==> src/rtl/dsm2_bitstream_tx.sv <==
// PCM-to-bitstream transmitter: 2-deep sample FIFO, zero-order hold for OSR
// clocks, second-order error-feedback delta-sigma modulator, one bit per clock.
module dsm2_bitstream_tx #(
  parameter int WIDTH = 16,
  parameter int OSR   = 64,
  parameter int ACC_W = WIDTH + 4
) (
  input  logic             clk,
  input  logic             reset,
  input  logic             en,
  input  logic [WIDTH-1:0] din,
  input  logic             din_valid,
  output logic             din_ready,
  output logic             bit_out,
  output logic             bit_valid,
  output logic             frame_start,
  output logic             underrun
);
  localparam int PH_W   = $clog2(OSR);
  localparam int WIDE_W = ACC_W + 3;
  localparam logic [PH_W-1:0] PH_LAST = PH_W'(OSR - 1);
  localparam logic signed [ACC_W-1:0]  FS_P = {{(ACC_W-WIDTH){1'b0}}, 1'b1, {(WIDTH-1){1'b0}}};
  localparam logic signed [ACC_W-1:0]  FS_N = -FS_P;
  localparam logic signed [WIDE_W-1:0] ACC_MAX = {{(WIDE_W-ACC_W+1){1'b0}}, {(ACC_W-1){1'b1}}};
  localparam logic signed [WIDE_W-1:0] ACC_MIN = {{(WIDE_W-ACC_W+1){1'b1}}, {(ACC_W-1){1'b0}}};

  typedef enum logic {IDLE, RUN} state_t;

  function automatic logic signed [WIDE_W-1:0] sx(input logic signed [ACC_W-1:0] v);
    sx = {{(WIDE_W-ACC_W){v[ACC_W-1]}}, v};
  endfunction

  state_t                   state_q, state_d;
  logic [PH_W-1:0]          phase_q, phase_d;
  logic signed [WIDTH-1:0]  hold_q, hold_d;
  logic signed [ACC_W-1:0]  e1_q, e1_d, e2_q, e2_d;
  logic                     bit_out_q, bit_out_d, bit_valid_q, bit_valid_d;
  logic                     frame_start_q, frame_start_d, underrun_q, underrun_d;
  logic [WIDTH-1:0]         fifo_mem_q [2];
  logic [WIDTH-1:0]         fifo_mem_d [2];
  logic                     rd_ptr_q, rd_ptr_d, wr_ptr_q, wr_ptr_d;
  logic [1:0]               count_q, count_d;

  logic                     push, pop, fifo_empty;
  logic signed [ACC_W-1:0]  hold_ext, x, u, y, e;
  logic signed [WIDE_W-1:0] u_wide;
  logic                     q, sat_active;

  assign din_ready   = (count_q != 2'd2);
  assign fifo_empty  = (count_q == 2'd0);
  assign push        = din_valid && din_ready;
  assign bit_out     = bit_out_q;
  assign bit_valid   = bit_valid_q;
  assign frame_start = frame_start_q;
  assign underrun    = underrun_q;

  // Modulator datapath; u is computed wide so saturation can be detected.
  always_comb begin
    hold_ext = {{(ACC_W-WIDTH){hold_q[WIDTH-1]}}, hold_q};
    x        = hold_ext >>> 1;
    u_wide   = sx(x) - (sx(e1_q) <<< 1) + sx(e2_q);
    sat_active = (u_wide > ACC_MAX) || (u_wide < ACC_MIN);
    if (u_wide > ACC_MAX)      u = ACC_MAX[ACC_W-1:0];
    else if (u_wide < ACC_MIN) u = ACC_MIN[ACC_W-1:0];
    else                       u = u_wide[ACC_W-1:0];
    q = ~u[ACC_W-1];
    y = q ? FS_P : FS_N;
    // y always carries the sign of u, so e cannot overflow ACC_W.
    e = y - u;
  end

  always_comb begin
    // NOTE: every always_comb output gets a default first so no latch is inferred.
    state_d       = state_q;
    phase_d       = phase_q;
    hold_d        = hold_q;
    e1_d          = e1_q;
    e2_d          = e2_q;
    bit_out_d     = 1'b0;
    bit_valid_d   = 1'b0;
    frame_start_d = 1'b0;
    underrun_d    = 1'b0;
    pop           = 1'b0;
    case (state_q)
      IDLE: begin
        if (en && !fifo_empty) begin
          pop     = 1'b1;
          hold_d  = fifo_mem_q[rd_ptr_q];
          phase_d = '0;
          e1_d    = '0;
          e2_d    = '0;
          state_d = RUN;
        end
      end
      RUN: begin
        if (!en) begin
          state_d = IDLE;
          phase_d = '0;
          hold_d  = '0;
          e1_d    = '0;
          e2_d    = '0;
        end else begin
          bit_out_d     = q;
          bit_valid_d   = 1'b1;
          frame_start_d = (phase_q == '0);
          // A saturated loop is unstable; restarting the error history recovers it.
          e1_d = sat_active ? '0 : e;
          e2_d = sat_active ? '0 : e1_q;
          if (phase_q == PH_LAST) begin
            phase_d = '0;
            if (fifo_empty) begin
              hold_d     = '0;
              underrun_d = 1'b1;
            end else begin
              pop    = 1'b1;
              hold_d = fifo_mem_q[rd_ptr_q];
            end
          end else begin
            phase_d = phase_q + PH_W'(1);
          end
        end
      end
      default: state_d = IDLE;
    endcase
  end

  always_comb begin
    fifo_mem_d = fifo_mem_q;
    if (push) fifo_mem_d[wr_ptr_q] = din;
    wr_ptr_d = wr_ptr_q ^ push;
    rd_ptr_d = rd_ptr_q ^ pop;
    count_d  = count_q + {1'b0, push} - {1'b0, pop};
  end

  // NOTE: sequential state uses non-blocking assignments so all flops update together.
  always_ff @(posedge clk) begin
    if (reset) begin
      state_q       <= IDLE;
      phase_q       <= '0;
      hold_q        <= '0;
      e1_q          <= '0;
      e2_q          <= '0;
      bit_out_q     <= 1'b0;
      bit_valid_q   <= 1'b0;
      frame_start_q <= 1'b0;
      underrun_q    <= 1'b0;
      rd_ptr_q      <= 1'b0;
      wr_ptr_q      <= 1'b0;
      count_q       <= '0;
    end else begin
      state_q       <= state_d;
      phase_q       <= phase_d;
      hold_q        <= hold_d;
      e1_q          <= e1_d;
      e2_q          <= e2_d;
      bit_out_q     <= bit_out_d;
      bit_valid_q   <= bit_valid_d;
      frame_start_q <= frame_start_d;
      underrun_q    <= underrun_d;
      rd_ptr_q      <= rd_ptr_d;
      wr_ptr_q      <= wr_ptr_d;
      count_q       <= count_d;
    end
  end

  // NOTE: FIFO storage is not reset; count_q alone defines which entries are live.
  always_ff @(posedge clk) begin
    fifo_mem_q <= fifo_mem_d;
  end

endmodule

==> config.mk <==
export PLATFORM = sky130hd
export DESIGN_NAME = dsm2_bitstream_tx
export DESIGN_NICKNAME = d
export VERILOG_FILES = /design/src/rtl/dsm2_bitstream_tx.sv
export SDC_FILE = /design/constraint.sdc
export NUM_CORES = 1
export LEC_CHECK = 0
export ABC_AREA = 1
export CORE_MARGIN = 8
export CORE_UTILIZATION = 45
export DETAILED_ROUTE_END_ITERATION = 10
export PLACE_DENSITY = 0.68
export SYNTH_ARGS = -nofsm -noshare
export SYNTH_HDL_FRONTEND = slang
export SYNTH_SLANG_ARGS = --single-unit
==> constraint.sdc <==
create_clock -name clk -period 4.1 [get_ports clk]
set_clock_uncertainty 0.05 [all_clocks]
set_input_delay 0.82 -clock clk [delete_from_list [all_inputs] [get_ports clk]]
set_output_delay 0.82 -clock clk [all_outputs]
set_load 0.01 [all_outputs]
=== Word level (Yosys, flattened, before mapping) ===
Cells that the tools add are included.

* Bits in registers: 103
* Input port bits: 20

* Add/sub/neg operators: 6
* Muxes and demuxes: 33
* Order comparisons: 5
* Reduce and logical (&&, ||, !) cells: 11
* Eq/ne operators: 4
* Bitwise logic cells: 8

{| class="wikitable"
|+ Operators with widths
! kind !! count
|-
| two-way mux 20 bit || 8
|-
| two-way mux 16 bit || 8
|-
| one-hot mux 20 bit (2 select lines) || 2
|-
| bitwise mux 32 bit || 1
|-
| one-hot mux 16 bit (2 select lines) || 1
|-
| adder 22 x 20 -> 23 bit || 1
|-
| > comparator 23 x 20 -> 1 bit (second input constant) || 1
|-
| < comparator 23 x 20 -> 1 bit (second input constant) || 1
|-
| subtractor 15 x 21 -> 22 bit || 1
|-
| subtractor 20 bit || 1
|-
| two-way mux 6 bit || 3
|-
| demux 16 bit (select 1 bit) || 1
|-
| one-hot mux 6 bit (2 select lines) || 1
|-
| adder 6 x 1 -> 6 bit (second input constant) || 1
|-
| equality test 6 bit (second input constant) || 1
|-
| zero test 6 bit || 1
|-
| two-way mux 1 bit || 6
|-
| >= comparator 2 bit (second input constant) || 2
|-
| inequality test 2 bit (second input constant) || 2
|-
| inverter 1 bit || 4
|-
| inverter 1 -> 2 bit || 2
|-
| one-hot mux 1 bit (2 select lines) || 2
|-
| OR reduction 4 bit || 1
|-
| logical AND 1 bit || 3
|-
| other kinds (11) || 12
|}

=== Depth between registers and ports, before layout ===
Gate-level depths: netlist (run 1).

* Depth in word-level cells: 10
* Depth in mapped cells: 30

=== Least setup slack after synthesis (run 1) ===
OpenSTA, ideal clock, no wires.

* Kind: flip-flop to flip-flop
* Start: register hold_q[15]
* End: register e1_q[8]
* Library setup time: 0.128 ns
* Clock period less this slack: 3.635 ns
* Stages on the path, launching flop included: 26
* Data arrival time: 3.457 ns
* Buffers on the path: 1
* Setup slack: 0.465 ns
* Cells stage by stage: dfxtp_1 -> inv_1 -> fa_1 -> inv_1 -> ha_1 -> nand2_1 -> nor2_1 -> nand2_1 -> nor2_1 -> nand2_1 -> nand4_1 -> nand2_2 -> nor2_2 -> nand2_2 -> nand2_8 -> buf_8 -> o21ai_0 -> inv_1 -> ha_1 -> inv_1 -> nor2_1 -> nand2_2 -> nor2_4 -> xor2_1 -> o21a_1 -> nor2_1

* Cells in the longest elaborated chain, start to end: 9
* Elaborated cells on any way between the ends: 11
* Classes of those cells: 3 x add/sub; 2 x order compare; 5 x mux; 1 x reduce/logical

{| class="wikitable"
|+ Ends and longest elaborated chain
! what !! line !! source
|-
| start, declared || 35 || <nowiki>logic signed [WIDTH-1:0] hold_q, hold_d;</nowiki>
|-
| start signal, assigned || 153 || <nowiki>hold_q <= hold_d;</nowiki>
|-
| subtractor 15 x 21 -> 22 bit (*) || 61 || <nowiki>u_wide = sx(x) - (sx(e1_q) <<< 1) + sx(e2_q);</nowiki>
|-
| adder 22 x 20 -> 23 bit (*) || 61 ||
|-
| < comparator 23 x 20 -> 1 bit || 62, 64 ||
|-
| two-way mux 20 bit || 64 || <nowiki>else if (u_wide < ACC_MIN) u = ACC_MIN[ACC_W-1:0];</nowiki>
|-
| two-way mux 20 bit || 63 || <nowiki>if (u_wide > ACC_MAX) u = ACC_MAX[ACC_W-1:0];</nowiki>
|-
| subtractor 20 bit || 69 || <nowiki>e = y - u;</nowiki>
|-
| two-way mux 20 bit (*) || 107 || <nowiki>e1_d = sat_active ? '0 : e;</nowiki>
|-
| two-way mux 20 bit (*) || 96 || <nowiki>if (!en) begin</nowiki>
|-
| one-hot mux 20 bit (2 select lines) (*) || 84 || <nowiki>case (state_q)</nowiki>
|-
| end signal, assigned || 141 || <nowiki>e1_q <= '0;</nowiki>
|-
| end signal, assigned || 154 || <nowiki>e1_q <= e1_d;</nowiki>
|-
| end, declared || 36 || <nowiki>logic signed [ACC_W-1:0] e1_q, e1_d, e2_q, e2_d;</nowiki>
|}

Every way passes the cells marked *; elsewhere a longest branch is shown, timed or not.
A chain may end at the register's enable or synchronous reset.

=== Worst setup path in the final report (run 1) ===
* Start: register hold_q[8]
* End: register e1_q[18]

* Cells in the longest elaborated chain, start to end: 10
* Elaborated cells on any way between the ends: 12
* Classes of those cells: 3 x add/sub; 2 x order compare; 6 x mux; 1 x reduce/logical

{| class="wikitable"
|+ Ends and longest elaborated chain
! what !! line !! source
|-
| subtractor 15 x 21 -> 22 bit (*) || 61 ||
|-
| adder 22 x 20 -> 23 bit (*) || 61 ||
|-
| < comparator 23 x 20 -> 1 bit || 62, 64 ||
|-
| two-way mux 20 bit || 64 ||
|-
| two-way mux 20 bit || 63 ||
|-
| two-way mux 20 bit || 67 || <nowiki>y = q ? FS_P : FS_N;</nowiki>
|-
| subtractor 20 bit || 69 ||
|-
| two-way mux 20 bit (*) || 107 ||
|-
| two-way mux 20 bit (*) || 96 ||
|-
| one-hot mux 20 bit (2 select lines) (*) || 84 ||
|}

Marks and branches as above.

==> run metrics, run 1 <==
ys async rst share=0%; element type at the critical path start=flop; initial antenna violation count=0; Iteration-0 DRC Markers=243; DR vias=5316; hold_sp=e2_q[6]; first-pass GRT wire length=23.62 mm; worst min-delay path class=reg2reg; number of synthesized flops with an enable pin=30; Reg clk slew, reported paths=0.07 ns; WHS Endpoint=e2_q[6]; Pre-antenna DRT Iters=4; syn_nets=963; crit path cell chain=inv_1 > fa_1 > inv_1 > ha_1 > nand2_1 > inv_1 > nand3_1 > nor2_1 > nor2_1 > o21ai_0 > a31oi_1 > xor2_1 > o21ai_0 > inv_1 > ha_1 > nand2_1 > nor3_1 > nand3_1 > nand2_1 > nand2_1 > nand3_1 > a21oi_1; Final ANT Viol Nets=0; Fin. Hold Viols=0; outcome=complete, no violations; Final Cycle Share=93.14%; RR Endpoint=e1_q[18]; FF-to-FF path depth=22; Avg Synthesized Cell Area=7.270 um^2; post-layout min period=3.819 ns; vias per cell=4.772; H-tree level count=3; YS warnings=0; kind of end point of the critical path=flop; slowest library cell on the worst path=fa_1; Root Driver=clkbuf_16; GRT busiest layer=met2; CP max FO=4; hold depth=2; global-route usage over all layers=15.87%; Filler cells=1414; measured slew at the worst slew-check pin=0.7788 ns; clock sink count=100; Seq/Total Area, Yosys=35.54%; synth unique cells=43; max_cap viols=0; final setup violation count=0; Initial Util=45.25%; Chip Width=136.0 um; full die area=0.01849 mm^2; worst skew pair latency=0.35 ns; layout overhead on the synthesized area=15.68%; setup bufs post-CTS=0; prevailing post-synth register cell=dfxtp_1; CTS buffer count=9; largest net degree at the start of global routing=47; Worst Path Buf+Inv=4; Fmax=261.9 MHz; critical path's top delay family=adder cells; WP data arrival=3.98 ns; Pins Over Slew Limit=0; Worst path max stage delay=0.53 ns; number of global-route vias before repair=5069; fraction of layout cells with a size suffix above 1=12.47%; grt met1 use=19.91%; Seq cells post-synth=100; Max-slew headroom=48.08%; floorplan row count=44; Critical path origin=hold_q[8]; pre-CTS setup slack=0.1944 ns; wire per inst=12.44 um; GR Util met3=3.585%; Antenna diodes=0; Post-Route WL=13.85 mm; most common cell after layout, fill and taps aside=nand2_1; Layout Nets=997; r2r startpoint=hold_q[8]; Die Y=136.0 um; post-route setup slack=0.2814 ns; routability cong.=0.9007; num ports=25; CP Data Required Time=4.26 ns; Synth Instances=891; worst hold slack=0.4146 ns; total gr overflow=0; mapped cell area=0.006477 mm^2; CP Class=reg2reg; leading cell types in the layout, fill and taps excluded=nand2_1, inv_1, a21oi_1, dfxtp_1, nand3_1; CTS tree=yes; met2 global-route usage=26.85%; # DRC=0; core area=0.01431 mm^2; PortBufs=23; clk buf depth=2; worst reg2reg setup slack=0.28 ns; post-detail-place hpwl=10.46 mm
## stage by stage
stage / cells / area [um^2] / utilization [%] / TNS, ns
floorplan: 891 / 6477 / - / 0
global placement: 1098 / 7029 / 49.11 / 0
detailed placement: 1098 / 7029 / 49.11 / 0
CTS: 1114 / 7316 / 51.11 / 0
global route: 1114 / 7493 / 52.35 / -0.01916
finish: 1114 / 7493 / 52.35 / 0
## logic make-up (layout without fill, tap and decap cells)
group | count (synthesis) | count (layout) | synth area share [%]
XOR/XNOR | 22 | 22 | 2.975
AO/OA/AOI/OAI | 120 | 120 | 10.37
buffers and inverters | 194 | 233 | 11.59
AND/OR/NAND/NOR | 403 | 403 | 27.16
adder cells (fa/ha/maj) | 52 | 52 | 12.36
flip-flops | 100 | 100 | 35.54
## worst reg2reg max path, cell delays in order (launching register included)
cell and delay, ns:
dfxtp_1 0.33, inv_1 0.06, fa_1 0.53, inv_1 0.04
ha_1 0.38, nand2_1 0.12, inv_1 0.08, nand3_1 0.09
nor2_1 0.11, nor2_1 0.07, o21ai_0 0.32, a31oi_1 0.17
xor2_1 0.16, o21ai_0 0.16, inv_1 0.06, ha_1 0.31
nand2_1 0.08, nor3_1 0.17, nand3_1 0.14, nand2_1 0.08
nand2_1 0.05, nand3_1 0.06, a21oi_1 0.06
## state kept, by name, indices dropped and copies added (netlist names)
name,flops
frame_start,1
hold_q,15
count_q,2
rd_ptr_q,1
wr_ptr_q,1
e2_q,20
phase_q,6
e1_q,20
state_q,1
underrun,1
bit_out,1
bit_valid,1
fifo_mem_q,30
## timing repair
item / in CTS / in global routing
hold endpoints to repair: 0 / 0
gates resized for setup: 0 / 31
setup endpoints to repair: 0 / 11
hold buffers: 0 / 0
## synthesized netlist by cell type, types with 7 or more instances
cell type	count	share of area, %
nor2_2	11	1.1
nand2_1	265	15
nand3_1	42	3.2
clkbuf_1	17	0.99
nand4_1	7	0.68
nor2_1	42	2.4
nand2_2	19	1.8
a21oi_1	78	6.0
xor2_1	15	2.0
fa_1	20	6.2
inv_1	165	9.6
a211oi_1	9	1.0
ha_1	32	6.2
dfxtp_1	70	22
xnor2_1	7	0.95
o21ai_0	14	1.1
edfxtp_1	30	14
## routing by layer
layer	vias to the layer above	part of all wire, %
met3	13	3.8
met2	65	47
met1	2395	48
li1	2843	-
met4	0	1.4
met5	-	0
## how the worst max path moves through the flow
stage                     to  slack, ns  cells after the start
global placement    e1_q[18]       0.22                     26
finish              e1_q[18]       0.28                     22
global route        e1_q[19]      -0.01                     27
floorplan            e1_q[8]       0.47                     25
detailed placement  e1_q[18]       0.19                     26
CTS                 e1_q[18]       0.16                     27
## final cells by class
| class | instances | area, um^2 | area share, % |
|---|---|---|---|
| well taps | 184 | 230.2 | 3.072 |
| clock buffers | 10 | 229.0 | 3.056 |
| flip-flops and latches | 100 | 2302 | 30.72 |
| inverters | 171 | 641.9 | 8.566 |
| clock inverters | 6 | 57.56 | 0.7681 |
| multi-input cells | 597 | 3606 | 48.12 |
| repair buffers | 46 | 426.7 | 5.694 |
Power of run 1 is not shown: default switching activity piles up to over one toggle a cycle in this logic, so the estimate is an artifact.
==> run 2, diff against run 1 <==
Settings changed: GPL_TIMING_DRIVEN set to 0.
==> run metrics, run 2 (synthesis gave the netlist of run 1 again) <==
hold depth=2; Cells after DPL=1097; Initial Util=45.25%; layout overhead on the synthesized area=20.57%; FF-to-FF path depth=27; CTS tree=yes; largest net degree at the start of global routing=19; post-layout min period=3.869 ns; kind of end point of the critical path=flop; Pre-antenna DRT Iters=5; clock sink count=100; H-tree level count=3; Worst Path Buf+Inv=9; element type at the critical path start=flop; max FFs per register=30; fraction of layout cells with a size suffix above 1=16.74%; hold_sp=hold_q[3]; worst skew pair latency=0.35 ns; Filler cells=1380; post-detail-place hpwl=11.97 mm; total gr overflow=0; max_cap viols=0; Layout Nets=1017; core area=0.01431 mm^2; Pins Over Slew Limit=0; floorplan row count=44; first-pass GRT wire length=25.31 mm; final core utilization=54.56%; DR vias=5592; vias per cell=4.931; worst reg2reg setup slack=0.23 ns; footprint of the multi-input gates=0.003810 mm^2; slowest library cell on the worst path=fa_1; num ports=25; Reg area=0.002303 mm^2; WP data arrival=4.03 ns; routability cong.=0.8919; Final Cycle Share=94.37%; CP Class=reg2reg; Post-Route WL=15.75 mm; Fin. Hold Viols=0; Antenna diodes=0; CTS buffer count=9; WHS Endpoint=hold_q[3]; clk buf depth=2; CP dominant cell by count=inv_1; Largest regs=fifo_mem_q (30), e1_q (20), e2_q (20); Worst path max stage delay=0.52 ns; Final ANT Viol Nets=0; full die area=0.01849 mm^2; number of global-route vias before repair=5300; wire per inst=13.89 um; outcome=complete, no violations; leading cell types in the layout, fill and taps excluded=nand2_1, inv_1, a21oi_1, dfxtp_1, nand3_1; CP max FO=8; final setup violation count=0; Fmax=258.5 MHz; PortBufs=22; Finished Layout Cells=1134; Root Driver=clkbuf_16; Reg clk slew, reported paths=0.07 ns; # DRC=0; initial antenna violation count=0; Chip Width=136.0 um; CP Data Required Time=4.26 ns; RR Endpoint=e1_q[10]; measured slew at the worst slew-check pin=0.7032 ns; worst min-delay path class=reg2reg; Max-slew headroom=53.12%; r2r startpoint=hold_q[15]; most common cell after layout, fill and taps aside=nand2_1; CTS Hold Buffers Added=0; largest register by flop count=fifo_mem_q; critical path's top delay family=simple AND/OR/NAND/NOR gates; Die Y=136.0 um; Iteration-0 DRC Markers=305; global-route usage over all layers=17.19%
run 2: changes by cell type in the layout (fill, tap and decap cells not counted), moves of 9 or more:
cell / previous run / this run
nand2_1: 260 / 250
inv_1: 165 / 155
clkbuf_1: 1 / 18
inv_2: 6 / 15
ha_1: 21 / 10
run 2: how the worst max path moves through the flow:
stage	startpoint	end	slack [ns]	depth (start not counted)
after floorplan	hold_q[15]	e1_q[8]	0.47	25
after global placement	hold_q[15]	e1_q[18]	-0.02	27
after detailed placement	hold_q[15]	e1_q[18]	-0.07	27
after CTS	hold_q[15]	e1_q[16]	0.0008	28
after global routing	hold_q[15]	e1_q[16]	-0.07	28
final	hold_q[15]	e1_q[10]	0.23	27
run 2: layout make-up:
type | instances | area share, %
buffer | 23 | 1.394
clock buffer | 10 | 2.932
clock inverter | 6 | 0.9773
inverter | 171 | 8.267
multi-input combinational | 597 | 48.78
sequential | 100 | 29.49
tap | 184 | 2.948
timing repair buffer | 43 | 5.207
run 2: what timing repair did:
item,CTS,global route
pin swaps,1,36
buffers inserted,1,20
setup endpoints to repair,7,36
gates resized for setup,7,81
run 2: tightest hold or removal path: stages (launching register included):
cell     delay, ns
dfxtp_1       0.31
nand2_1       0.06
a21oi_1       0.05
run 2: through the flow:
| stage | worst slack (ns) | setup TNS, ns | area (um^2) | hold WS, ns |
|---|---|---|---|---|
| final | 0.2309 | 0 | 7810 | 0.4164 |
| after global routing | -0.06775 | -0.2074 | 7810 | 0.4343 |
| after CTS | 0.0008136 | 0 | 7307 | 0.4188 |
| after detailed placement | -0.07477 | -0.1448 | 6928 | 0.4081 |
| after global placement | -0.01729 | -0.01729 | 6928 | 0.4020 |
| after floorplan | 0.4654 | 0 | 6477 | 0.3701 |
run 2: metal layers:
layer | global-route usage (%) | vias up | share of wire, %
met4 | 6.589 | 0 | 2.0
met5 | 0 | - | 0
li1 | - | 2906 | -
met3 | 2.698 | 20 | 3.7
met1 | 21.31 | 2564 | 45
met2 | 29.37 | 102 | 49
Power of run 2 is left out for the same reason.
